## config.mk

```make
export PLATFORM = sky130hd
export DESIGN_NAME = multicycle_controller
export DESIGN_NICKNAME = d
export VERILOG_FILES = /design/src/rtl/multicycle_controller.sv
export SDC_FILE = /design/constraint.sdc
export NUM_CORES = 1
export LEC_CHECK = 0
export CAP_MARGIN = 0
export CORE_MARGIN = 2
export CORE_UTILIZATION = 35
export DETAILED_ROUTE_END_ITERATION = 8
export PLACE_DENSITY_LB_ADDON = 0.08
export SYNTH_ARGS = -nofsm -noshare
export SYNTH_HDL_FRONTEND = slang
export SYNTH_SLANG_ARGS = --single-unit
export TNS_END_PERCENT = 10
```

## constraint.sdc

```tcl
create_clock -name clk -period 4.4 [get_ports clk]
set_clock_uncertainty 0.05 [all_clocks]
set_input_delay 1.1 -clock clk [delete_from_list [all_inputs] [get_ports clk]]
set_output_delay 1.1 -clock clk [all_outputs]
set_load 0.05 [all_outputs]
```

## src/rtl/multicycle_controller.sv

```systemverilog
// Main control FSM for the multi-cycle RV32I datapath.
// Sequences each instruction through fetch/decode/execute/memory/writeback and drives the datapath mux selects.
module multicycle_controller #(
    parameter bit MEM_WAIT_EN  = 1'b1,
    parameter bit ENABLE_JALR  = 1'b1,
    parameter bit ENABLE_UTYPE = 1'b1
) (
    input  logic       clk,
    input  logic       reset,
    input  logic [6:0] op,
    input  logic       mem_ready,
    output logic       PCUpdate,
    output logic       Branch,
    output logic       IRWrite,
    output logic       RegWrite,
    output logic       MemWrite,
    output logic       AdrSrc,
    output logic [1:0] ResultSrc,
    output logic [1:0] ALUSrcA,
    output logic [1:0] ALUSrcB,
    output logic [1:0] ALUOp,
    output logic [2:0] ImmSrc,
    output logic       illegal_op,
    output logic       instr_retire
);

    // state    | meaning
    // FETCH    | read instruction at PC, PC+4 -> PC on ready
    // DECODE   | OldPC+imm -> ALUOut (branch/jal target), dispatch on op
    // MEMADR   | rs1+imm address calculation for lw/sw
    // MEMREAD  | data read at ALUOut, wait for ready
    // MEMWB    | load data -> rd
    // MEMWRITE | store strobe held until ready
    // EXECR    | rs1 op rs2
    // EXECI    | rs1 op imm
    // ALUWB    | ALUOut -> rd
    // BEQ      | compare rs1/rs2, conditional PC write of DECODE target
    // JAL      | PC <- ALUOut target, OldPC+4 -> ALUOut for link
    // JALR     | rs1+imm -> ALUOut, then reuse JAL
    // LUI      | 0+imm -> ALUOut
    // AUIPC    | OldPC+imm -> ALUOut
    // TRAP     | illegal opcode, parked until reset
    typedef enum logic [3:0] {
        FETCH    = 4'd0,
        DECODE   = 4'd1,
        MEMADR   = 4'd2,
        MEMREAD  = 4'd3,
        MEMWB    = 4'd4,
        MEMWRITE = 4'd5,
        EXECR    = 4'd6,
        EXECI    = 4'd7,
        ALUWB    = 4'd8,
        BEQ      = 4'd9,
        JAL      = 4'd10,
        JALR     = 4'd11,
        LUI      = 4'd12,
        AUIPC    = 4'd13,
        TRAP     = 4'd14
    } state_t;

    localparam logic [6:0] OP_LOAD  = 7'b0000011;
    localparam logic [6:0] OP_STORE = 7'b0100011;
    localparam logic [6:0] OP_R     = 7'b0110011;
    localparam logic [6:0] OP_I     = 7'b0010011;
    localparam logic [6:0] OP_BEQ   = 7'b1100011;
    localparam logic [6:0] OP_JAL   = 7'b1101111;
    localparam logic [6:0] OP_JALR  = 7'b1100111;
    localparam logic [6:0] OP_LUI   = 7'b0110111;
    localparam logic [6:0] OP_AUIPC = 7'b0010111;

    state_t state;
    state_t next_state;
    logic   rdy;
    logic   pc_s, br_s, ir_s, rw_s, mw_s, ret_s;

    assign rdy = mem_ready | ~MEM_WAIT_EN;

    always_comb begin
        next_state = FETCH;
        case (state)
            FETCH:    next_state = rdy ? DECODE : FETCH;
            DECODE: begin
                case (op)
                    OP_LOAD, OP_STORE: next_state = MEMADR;
                    OP_R:              next_state = EXECR;
                    OP_I:              next_state = EXECI;
                    OP_BEQ:            next_state = BEQ;
                    OP_JAL:            next_state = JAL;
                    OP_JALR:           next_state = ENABLE_JALR ? JALR : TRAP;
                    OP_LUI:            next_state = ENABLE_UTYPE ? LUI : TRAP;
                    OP_AUIPC:          next_state = ENABLE_UTYPE ? AUIPC : TRAP;
                    default:           next_state = TRAP;
                endcase
            end
            MEMADR:   next_state = (op == OP_LOAD) ? MEMREAD : MEMWRITE;
            MEMREAD:  next_state = rdy ? MEMWB : MEMREAD;
            MEMWB:    next_state = FETCH;
            MEMWRITE: next_state = rdy ? FETCH : MEMWRITE;
            EXECR:    next_state = ALUWB;
            EXECI:    next_state = ALUWB;
            ALUWB:    next_state = FETCH;
            BEQ:      next_state = FETCH;
            JAL:      next_state = ALUWB;
            JALR:     next_state = JAL;
            LUI:      next_state = ALUWB;
            AUIPC:    next_state = ALUWB;
            TRAP:     next_state = TRAP;
            default:  next_state = FETCH;
        endcase
    end

    always_ff @(posedge clk) begin
        if (reset) begin
            state      <= FETCH;
            illegal_op <= 1'b0;
        end else begin
            state <= next_state;
            if (next_state == TRAP)
                illegal_op <= 1'b1;
        end
    end

    // Moore decode; only the FETCH write enables and the store retire look at ready.
    always_comb begin
        pc_s      = 1'b0;
        br_s      = 1'b0;
        ir_s      = 1'b0;
        rw_s      = 1'b0;
        mw_s      = 1'b0;
        ret_s     = 1'b0;
        AdrSrc    = 1'b0;
        ResultSrc = 2'b00;
        ALUSrcA   = 2'b00;
        ALUSrcB   = 2'b00;
        ALUOp     = 2'b00;
        case (state)
            FETCH: begin
                ALUSrcB   = 2'b10;
                ResultSrc = 2'b10;
                ir_s      = rdy;
                pc_s      = rdy;
            end
            DECODE: begin
                ALUSrcA = 2'b01;
                ALUSrcB = 2'b01;
            end
            MEMADR, JALR: begin
                ALUSrcA = 2'b10;
                ALUSrcB = 2'b01;
            end
            MEMREAD:  AdrSrc = 1'b1;
            MEMWB: begin
                ResultSrc = 2'b01;
                rw_s      = 1'b1;
                ret_s     = 1'b1;
            end
            MEMWRITE: begin
                AdrSrc = 1'b1;
                mw_s   = 1'b1;
                ret_s  = rdy;
            end
            EXECR: begin
                ALUSrcA = 2'b10;
                ALUOp   = 2'b10;
            end
            EXECI: begin
                ALUSrcA = 2'b10;
                ALUSrcB = 2'b01;
                ALUOp   = 2'b10;
            end
            ALUWB: begin
                rw_s  = 1'b1;
                ret_s = 1'b1;
            end
            JAL: begin
                ALUSrcA = 2'b01;
                ALUSrcB = 2'b10;
                pc_s    = 1'b1;
            end
            LUI: begin
                ALUSrcA = 2'b11;
                ALUSrcB = 2'b01;
            end
            AUIPC: begin
                ALUSrcA = 2'b01;
                ALUSrcB = 2'b01;
            end
            BEQ: begin
                ALUSrcA = 2'b10;
                ALUOp   = 2'b01;
                br_s    = 1'b1;
                ret_s   = 1'b1;
            end
            default: ;
        endcase
    end

    assign PCUpdate     = pc_s  & ~reset;
    assign Branch       = br_s  & ~reset;
    assign IRWrite      = ir_s  & ~reset;
    assign RegWrite     = rw_s  & ~reset;
    assign MemWrite     = mw_s  & ~reset;
    assign instr_retire = ret_s & ~reset;

    always_comb begin
        case (op)
            OP_LOAD, OP_I, OP_JALR: ImmSrc = 3'b000;
            OP_STORE:               ImmSrc = 3'b001;
            OP_BEQ:                 ImmSrc = 3'b010;
            OP_JAL:                 ImmSrc = 3'b011;
            OP_LUI, OP_AUIPC:       ImmSrc = 3'b100;
            default:                ImmSrc = 3'b000;
        endcase
    end

endmodule

```

### After elaboration in Yosys (flattened, before gate mapping)

Index checks and enable logic that the tools add are counted.
W data, S select, Z words.

| word-level totals | value |
|---|---|
| bits in registers | 5 |
| bits in latches | 0 |
| memory bits (writable) | 0 |
| memory bits (read-only) | 0 |
| input bits | 10 |
| output and inout bits | 19 |
| memories kept | 0 |

| cells by class | value |
|---|---|
| add/subtract/negate cells | 0 |
| multiply operators | 0 |
| div/mod/pow operators | 0 |
| $lt $le $gt $ge | 0 |
| eq/ne operators | 24 |
| shift-type cells | 0 |
| muxes and demuxes | 18 |
| bitwise gates (word level) | 7 |
| reductions and logical operators | 12 |

Operators with widths:

| operator | count |
|---|---|
| $pmux W4 S8 | 2 |
| $eq A4 B4 Y1 const B | 8 |
| $eq A7 B6 Y1 const B | 3 |
| $eq A7 B7 Y1 const B | 3 |
| $eq A4 B3 Y1 const B | 4 |
| $eq A7 B5 Y1 const B | 2 |
| $pmux W2 S2 | 3 |
| $pmux W3 S4 | 1 |
| $reduce_or A2 Y1 | 6 |
| $reduce_or A5 Y1 | 2 |
| $mux W3 | 3 |
| $eq A4 B2 Y1 const B | 2 |
| $eq A7 B2 Y1 const B | 1 |
| $and A1 B1 Y1 | 6 |
| $mux W1 | 6 |
| $pmux W2 S3 | 1 |
| $reduce_or A3 Y1 | 2 |
| $reduce_or A6 Y1 | 1 |
| $eq A4 B1 Y1 const B | 1 |
| $logic_not A4 Y1 | 1 |
| $pmux W1 S2 | 2 |
| $not A1 Y1 | 1 |

### Longest topological paths before layout

Gate-level depths: netlist (run 1).

| logic depth | value |
|---|---|
| word-level depth | 5 |
| depth in mapped cells | 7 |
| gate-level depth less buffers | 5 |

### Worst setup path after synthesis (run 1)

Ideal clock, no wire load.

| timing | value |
|---|---|
| path kind | in2out |
| start | input port reset |
| end | output port RegWrite |
| arrival time | 3.684 ns |
| required time | 3.250 ns |
| slack | -0.434 ns |
| stages on the path | 2 |
| buffers on the path | 1 |
| path through | clkbuf_1 -> a2111oi_0 |

| on the way | value |
|---|---|
| cells in the longest elaborated chain, start to end | 2 |

RTL lines:

| what | line | text |
|---|---|---|
| from (decl) | 9 | `input logic reset,` |
| $not A1 Y1 | 201 | `assign RegWrite = rw_s & ~reset;` |
| $and A1 B1 Y1 | 201 |  |
| to (decl) | 15 | `output logic RegWrite,` |

No other way between the ends.

### Worst setup path in the final report (run 1)

| timing | value |
|---|---|
| start | input port op[6] |
| end | output port ImmSrc[2] |

| on the way | value |
|---|---|
| cells in the longest elaborated chain, start to end | 3 |
| elaborated cells on any way between the ends | 7 |
| those cells by class | eq/ne: 5; mux: 1; reduce/logical: 1 |

RTL lines:

| what | line | text |
|---|---|---|
| from (decl) | 10 | `input logic [6:0] op,` |
| $eq A7 B6 Y1 or $eq A7 B5 Y1 (tied branches) | 206 | `case (op)` |
| $reduce_or A2 Y1 | 206 |  |
| $pmux W3 S4 * | 206 |  |
| to (decl) | 22 | `output logic [2:0] ImmSrc,` |

Every way passes the cells marked *; elsewhere a longest branch is shown, timed or not.

==> results.py, run 1 <==
metrics = {
    "placement": {
        "portBuffers": 28,
        "place_congestion": 0.824,
        "place_hpwl_um": 1440,
        "placed_area_um2": 1020,
        "pre_cts_ws_ns": 0.395,
        "dpl.cell_count": 155,
    },
    "cts": {
        "cts_tree": "yes",
        "holdBufCountCts": 0,
        "cts_root_buffer": "clkbuf_4",
        "cts_resized": 0,
        "clock_sinks": 5,
        "cts-buffers-inserted": 3,
        "clk_latency_ns": 0.25,
        "clk_path_buf_depth": 2,
        "postCtsSetupBuffers": 0,
        "cts.htree.levels": 1,
        "path_clk_slew_ns": 0.06,
    },
    "sta": {
        "slew_headroom": 0.489,
        "tightest_slew_ns": 0.765,
        "fmax_ghz": 0.250,
        "grt_setup_unrepaired": "false",
        "setup_slack_ns": 0.397,
        "period_share": 0.910,
        "min_period_ns": 4.00,
        "fin_tns_setup_ns": 0,
        "final-setup-viol-count": 0,
        "finalHoldViolCount": 0,
        "slew_viol_final": 0,
    },
    "routing": {
        "first_pass_iters": 4,
        "antenna_left": 0,
        "vias_per_cell": 5.35,
        "vias": 851,
        "drt-initial-drc-count": 7,
        "finalWirelength_um": 1990,
        "wl_per_cell_um": 12.5,
        "drc": 0,
    },
    "critical_path": {
        "r2r_slack_ns": 2.48,
        "path_max_fanout": 8,
        "cp_slowest_cell": "clkdlybuf4s50_1",
        "timing.rr.start": "state[1]",
        "arrival_ns": 2.85,
        "critPathMaxStageDelay_ns": 0.83,
        "worst_path_dominant_cell_family": "buffers and inverters",
        "crit_buf_inv": 2,
        "crit_path_end_kind": "output port",
        "reg2regPathDepth": 5,
        "cp_data_required_time_ns": 3.25,
        "cp_cell_sequence": "clkdlybuf4s50_1 -> nand2b_1 -> nor3_1 -> clkdlybuf4s50_1",
        "crit_type": "primary input to output port",
        "cp-start-kind": "primary input",
        "cp_common_cell": "clkdlybuf4s50_1",
        "r2r-end": "illegal_op",
    },
    "synthesis": {
        "postSynthAreaPerCell_um2": 7.06,
        "synth_edf_count": 0,
        "netlist_area_um2": 769,
        "ys.flop_type": "dfxtp_1",
        "synth_compound_area_frac": 0.289,
        "ys_seq_area_frac": 0.130,
        "ys_ff_latch": 5,
        "synthAdderAreaFrac": 0,
        "synthArstFlopShare": 0,
        "netlist_instances": 109,
        "synth-simple-area-share": 0.428,
        "yosysWarnings": 0,
        "yosysUniqueCellTypes": 46,
        "synth_top_family_by_area": "simple AND/OR/NAND/NOR gates",
        "synth_xor_area_frac": 0.0341,
        "syn_nets": 119,
        "synth_mux_area_frac": 0.0146,
    },
    "global_routing": {
        "grt_pass1_wl_um": 3260,
        "antenna_found_initial": 0,
        "grt_max_degree": 22,
        "grt_pass1_vias": 759,
        "overflow": 0,
        "track_usage": 0.161,
    },
    "cells_and_area": {
        "layout.cells.non_filler": 159,
        "seq_area_um2": 100,
        "final_area_um2": 1050,
        "antenna_cells": 0,
        "drive_gt1_frac": 0.152,
        "nNetsFinal": 143,
        "area_growth_pct": 36.1,
        "multiInputGateArea_um2": 591,
        "fillers": 204,
    },
    "min_path": {
        "hold_path_class": "register to register",
        "worstHoldPathCells": 2,
        "hold_end": "illegal_op",
        "min_from": "illegal_op",
    },
    "status": {
        "status": "finished clean",
    },
    "floorplan": {
        "core_um2": 2020,
        "die_h_um": 50.9,
        "dieArea_um2": 2590,
        "die_x_um": 50.9,
        "num_rows": 16,
        "io_pins": 29,
        "initial_core_util": 0.381,
    },
    "pwr": {
        "irDropWorstVdd_uv": 404,
        "p_leak_nw": 0.388,
        "p_per_area_nw_per_um2": 559,
    },
    "run": {
        "maxCapViolCount": 0,
    },
}
logic make-up (layout without fill, tap and decap cells):
group,count (synthesis),in the layout
DFF,5,5
buffers and inverters,13,36
AOI/OAI and AO/OA,30,30
muxes,1,1
xor gates and xnor gates,3,3
and+or+nand+nor,57,57
cell usage after synthesis, types with 2 or more instances:
cell	n	area share
nand2_1	14	0.068
nor2_1	12	0.059
nor3_1	8	0.052
o21ai_0	6	0.039
dfxtp_1	5	0.13
nand2b_1	5	0.041
a21oi_1	4	0.026
buf_2	4	0.026
a211oi_1	3	0.029
buf_6	3	0.044
inv_1	3	0.015
nand3_1	3	0.020
nand3b_1	2	0.020
nor4_1	2	0.016
o21a_1	2	0.020
o31ai_1	2	0.020
xor2_1	2	0.023
registers in the layout, summed over array words and instances, names as in the netlist:
signal / cells
illegal_op: 1
state: 4
power breakdown:
part	internal (mW)	switching (mW)	leakage (nW)
registers	0.0563	0.0594	0.0408
logic	0.151	0.264	0.329
clock network	0.0331	0.0220	0.0177
total	0.241	0.345	0.388
metal layers:
metal  track usage  routed length [µm]
met5             0                   0
met4        0.0405                   0
met3        0.0292                  46
met2         0.281                 970
met1         0.204                 975
worst max path at each step:
| stage | start | to | slack [ns] | cells after the start |
|---|---|---|---|---|
| 6_report | op[6] | ImmSrc[2] | 0.40 | 4 |
| 5_1_grt | op[3] | ImmSrc[2] | 0.30 | 4 |
| 4_1_cts | op[3] | ImmSrc[2] | 0.40 | 4 |
| 3_5_place_dp | op[6] | ImmSrc[2] | 0.40 | 4 |
| 3_3_place_gp | op[6] | ImmSrc[2] | 0.41 | 4 |
| 2_1_floorplan | reset | RegWrite | 0.24 | 2 |
layout by cell type, fill, tap and decap left out, drive strengths merged, types with 4 or more instances in the layout:
cell and n:
nor2 12, a21oi 4, buf 5, clkdlybuf4s50 23, dfxtp 5, nand2 15, nor3 10, inv 4
nand2b 6, a211oi 4, o21ai 7
metrics by stage:
step	total power, mW	hold slack, ns	utilization
4_1_cts	0.588	0.423	0.518
3_5_place_dp	0.531	0.406	0.504
6_report	0.586	0.421	0.518
2_1_floorplan	0.428	0.625	-
3_3_place_gp	0.529	0.401	0.504
5_1_grt	0.627	0.472	0.518
cell type report:
class	count	share of cell area
Clock inverter	1	0.00478
Sequential cell	5	0.0956
Clock buffer	3	0.0215
Multi-Input combinational cell	91	0.564
Timing Repair Buffer	28	0.268
Inverter	4	0.0143
Tap cell	27	0.0323
worst reg2reg max path, cell delays in order (launching register included):
cell and delay (ns):
dfxtp_1 0.81, nand2b_4 0.33, o31ai_1 0.08, a22o_1 0.21
a211oi_2 0.23, o41ai_2 0.09
No activity file was read; power rests on OpenSTA's default activity.
==> run 2: changes to the inputs <==
--- a/config.mk
+++ b/config.mk
@@ -9,6 +9,7 @@
 export CORE_MARGIN = 2
 export CORE_UTILIZATION = 35
 export DETAILED_ROUTE_END_ITERATION = 8
+export MAX_ROUTING_LAYER = met4
 export PLACE_DENSITY_LB_ADDON = 0.08
 export SYNTH_ARGS = -nofsm -noshare
 export SYNTH_HDL_FRONTEND = slang
==> results.py, run 2 (synthesis gave the netlist of run 1 again) <==
metrics = {
    "status": {
        "status": "finished clean",
    },
    "routing": {
        "antenna_left": 0,
        "first_pass_iters": 4,
        "vias": 851,
        "wl_per_cell_um": 12.5,
        "finalWirelength_um": 1990,
        "drc": 0,
        "drt-initial-drc-count": 7,
        "vias_per_cell": 5.35,
    },
    "cells_and_area": {
        "fillers": 204,
        "area_growth_pct": 36.1,
        "antenna_cells": 0,
        "drive_gt1_frac": 0.152,
        "largest_register_ffs": 4,
        "layout_common_cells": "23 x clkdlybuf4s50_1, 14 x nand2_1, 12 x nor2_1",
        "final_common_cell": "clkdlybuf4s50_1",
        "layout.cells.non_filler": 159,
        "regMostFlops": "state",
        "final_area_um2": 1050,
        "nNetsFinal": 143,
        "largestRegisters": "state (4), illegal_op (1)",
    },
    "sta": {
        "tightest_slew_ns": 0.765,
        "final-setup-viol-count": 0,
        "period_share": 0.910,
        "fin_tns_setup_ns": 0,
        "fmax_ghz": 0.250,
        "min_period_ns": 4.00,
        "slew_headroom": 0.489,
        "slew_viol_final": 0,
        "finalHoldViolCount": 0,
        "grt_setup_unrepaired": "false",
        "hold_slack_ns": 0.421,
    },
    "critical_path": {
        "cp_common_cell": "clkdlybuf4s50_1",
        "arrival_ns": 2.85,
        "cp_slowest_cell": "clkdlybuf4s50_1",
        "crit_path_end_kind": "output port",
        "reg2regPathDepth": 5,
        "crit_type": "primary input to output port",
        "cp_cell_sequence": "clkdlybuf4s50_1 -> nand2b_1 -> nor3_1 -> clkdlybuf4s50_1",
        "critPathMaxStageDelay_ns": 0.83,
        "path_max_fanout": 8,
        "cp-start-kind": "primary input",
        "cp_data_required_time_ns": 3.25,
    },
    "floorplan": {
        "num_rows": 16,
        "die_h_um": 50.9,
        "core_um2": 2020,
        "initial_core_util": 0.381,
        "dieArea_um2": 2590,
        "die_x_um": 50.9,
        "io_pins": 29,
    },
    "cts": {
        "cts_resized": 0,
        "clk_latency_ns": 0.25,
        "cts-buffers-inserted": 3,
        "clk_path_buf_depth": 2,
        "cts.htree.levels": 1,
        "cts_tree": "yes",
        "cts_root_buffer": "clkbuf_4",
        "path_clk_slew_ns": 0.06,
        "holdBufCountCts": 0,
        "clock_sinks": 5,
        "postCtsSetupBuffers": 0,
    },
    "run": {
        "maxCapViolCount": 0,
    },
    "global_routing": {
        "overflow": 0,
        "grt_pass1_vias": 750,
        "antenna_found_initial": 0,
        "track_usage": 0.167,
        "grt_pass1_wl_um": 3270,
        "grt_max_degree": 22,
    },
    "min_path": {
        "worstHoldPathCells": 2,
        "hold_path_class": "register to register",
    },
    "pwr": {
        "p_per_area_nw_per_um2": 559,
        "p_leak_nw": 0.388,
        "irDropWorstVdd_uv": 404,
    },
    "placement": {
        "place_hpwl_um": 1440,
        "dpl.cell_count": 155,
        "place_congestion": 0.836,
        "portBuffers": 28,
        "placed_area_um2": 1020,
    },
}
-- run 2: stage by stage --
stage	worst slack [ns]	total power, mW	utilization
after CTS	0.395	0.588	0.518
after global placement	0.410	0.529	0.504
after floorplan	0.242	0.428	-
after detailed placement	0.395	0.531	0.504
after global routing	0.300	0.628	0.518
final	0.397	0.586	0.518
-- run 2: area by class of cell --
type | instances | area (µm²) | area share
clock buffer | 3 | 22.5 | 0.0215
clock inverter | 1 | 5.00 | 0.00478
inverter | 4 | 15.0 | 0.0143
multi-input combinational | 91 | 591 | 0.564
sequential | 5 | 100 | 0.0956
tap | 27 | 33.8 | 0.0323
timing repair buffer | 28 | 280 | 0.268
-- run 2: worst paths after layout --
path,endpoint,from,slack [ns]
setup / recovery,ImmSrc[2],op[6],0.40
hold / removal,illegal_op,illegal_op,0.42
setup reg to reg,illegal_op,state[1],2.48
hold reg to reg,illegal_op,illegal_op,0.42
-- run 2: layer usage --
layer	part of all wire	routed length [µm]	up-vias	track usage
met3	0.023	46	0	0.0380
met2	0.49	969	12	0.281
met4	0	0	0	0.0405
met5	0	0	-	-
li1	-	-	441	-
met1	0.49	975	398	0.204
-- run 2: power breakdown --
| part | switching [mW] | internal [mW] |
|---|---|---|
| Sequential | 0.0594 | 0.0563 |
| Combinational | 0.264 | 0.151 |
| Clock | 0.0220 | 0.0331 |
-- run 2: worst max-delay path: cells and delay by family --
family | cells | cell delay (ns)
buffers and inverters | 2 | 1.35
and+or+nand+nor | 2 | 0.40
==> run 3: changes to the inputs <==
--- a/config.mk
+++ b/config.mk
@@ -11,6 +11,7 @@
 export DETAILED_ROUTE_END_ITERATION = 8
 export MAX_ROUTING_LAYER = met4
 export PLACE_DENSITY_LB_ADDON = 0.08
+export SLEW_MARGIN = 20
 export SYNTH_ARGS = -nofsm -noshare
 export SYNTH_HDL_FRONTEND = slang
 export SYNTH_SLANG_ARGS = --single-unit
==> results of run 3 <==
The final DEF is identical to that of run 2; final timing and power are the same.
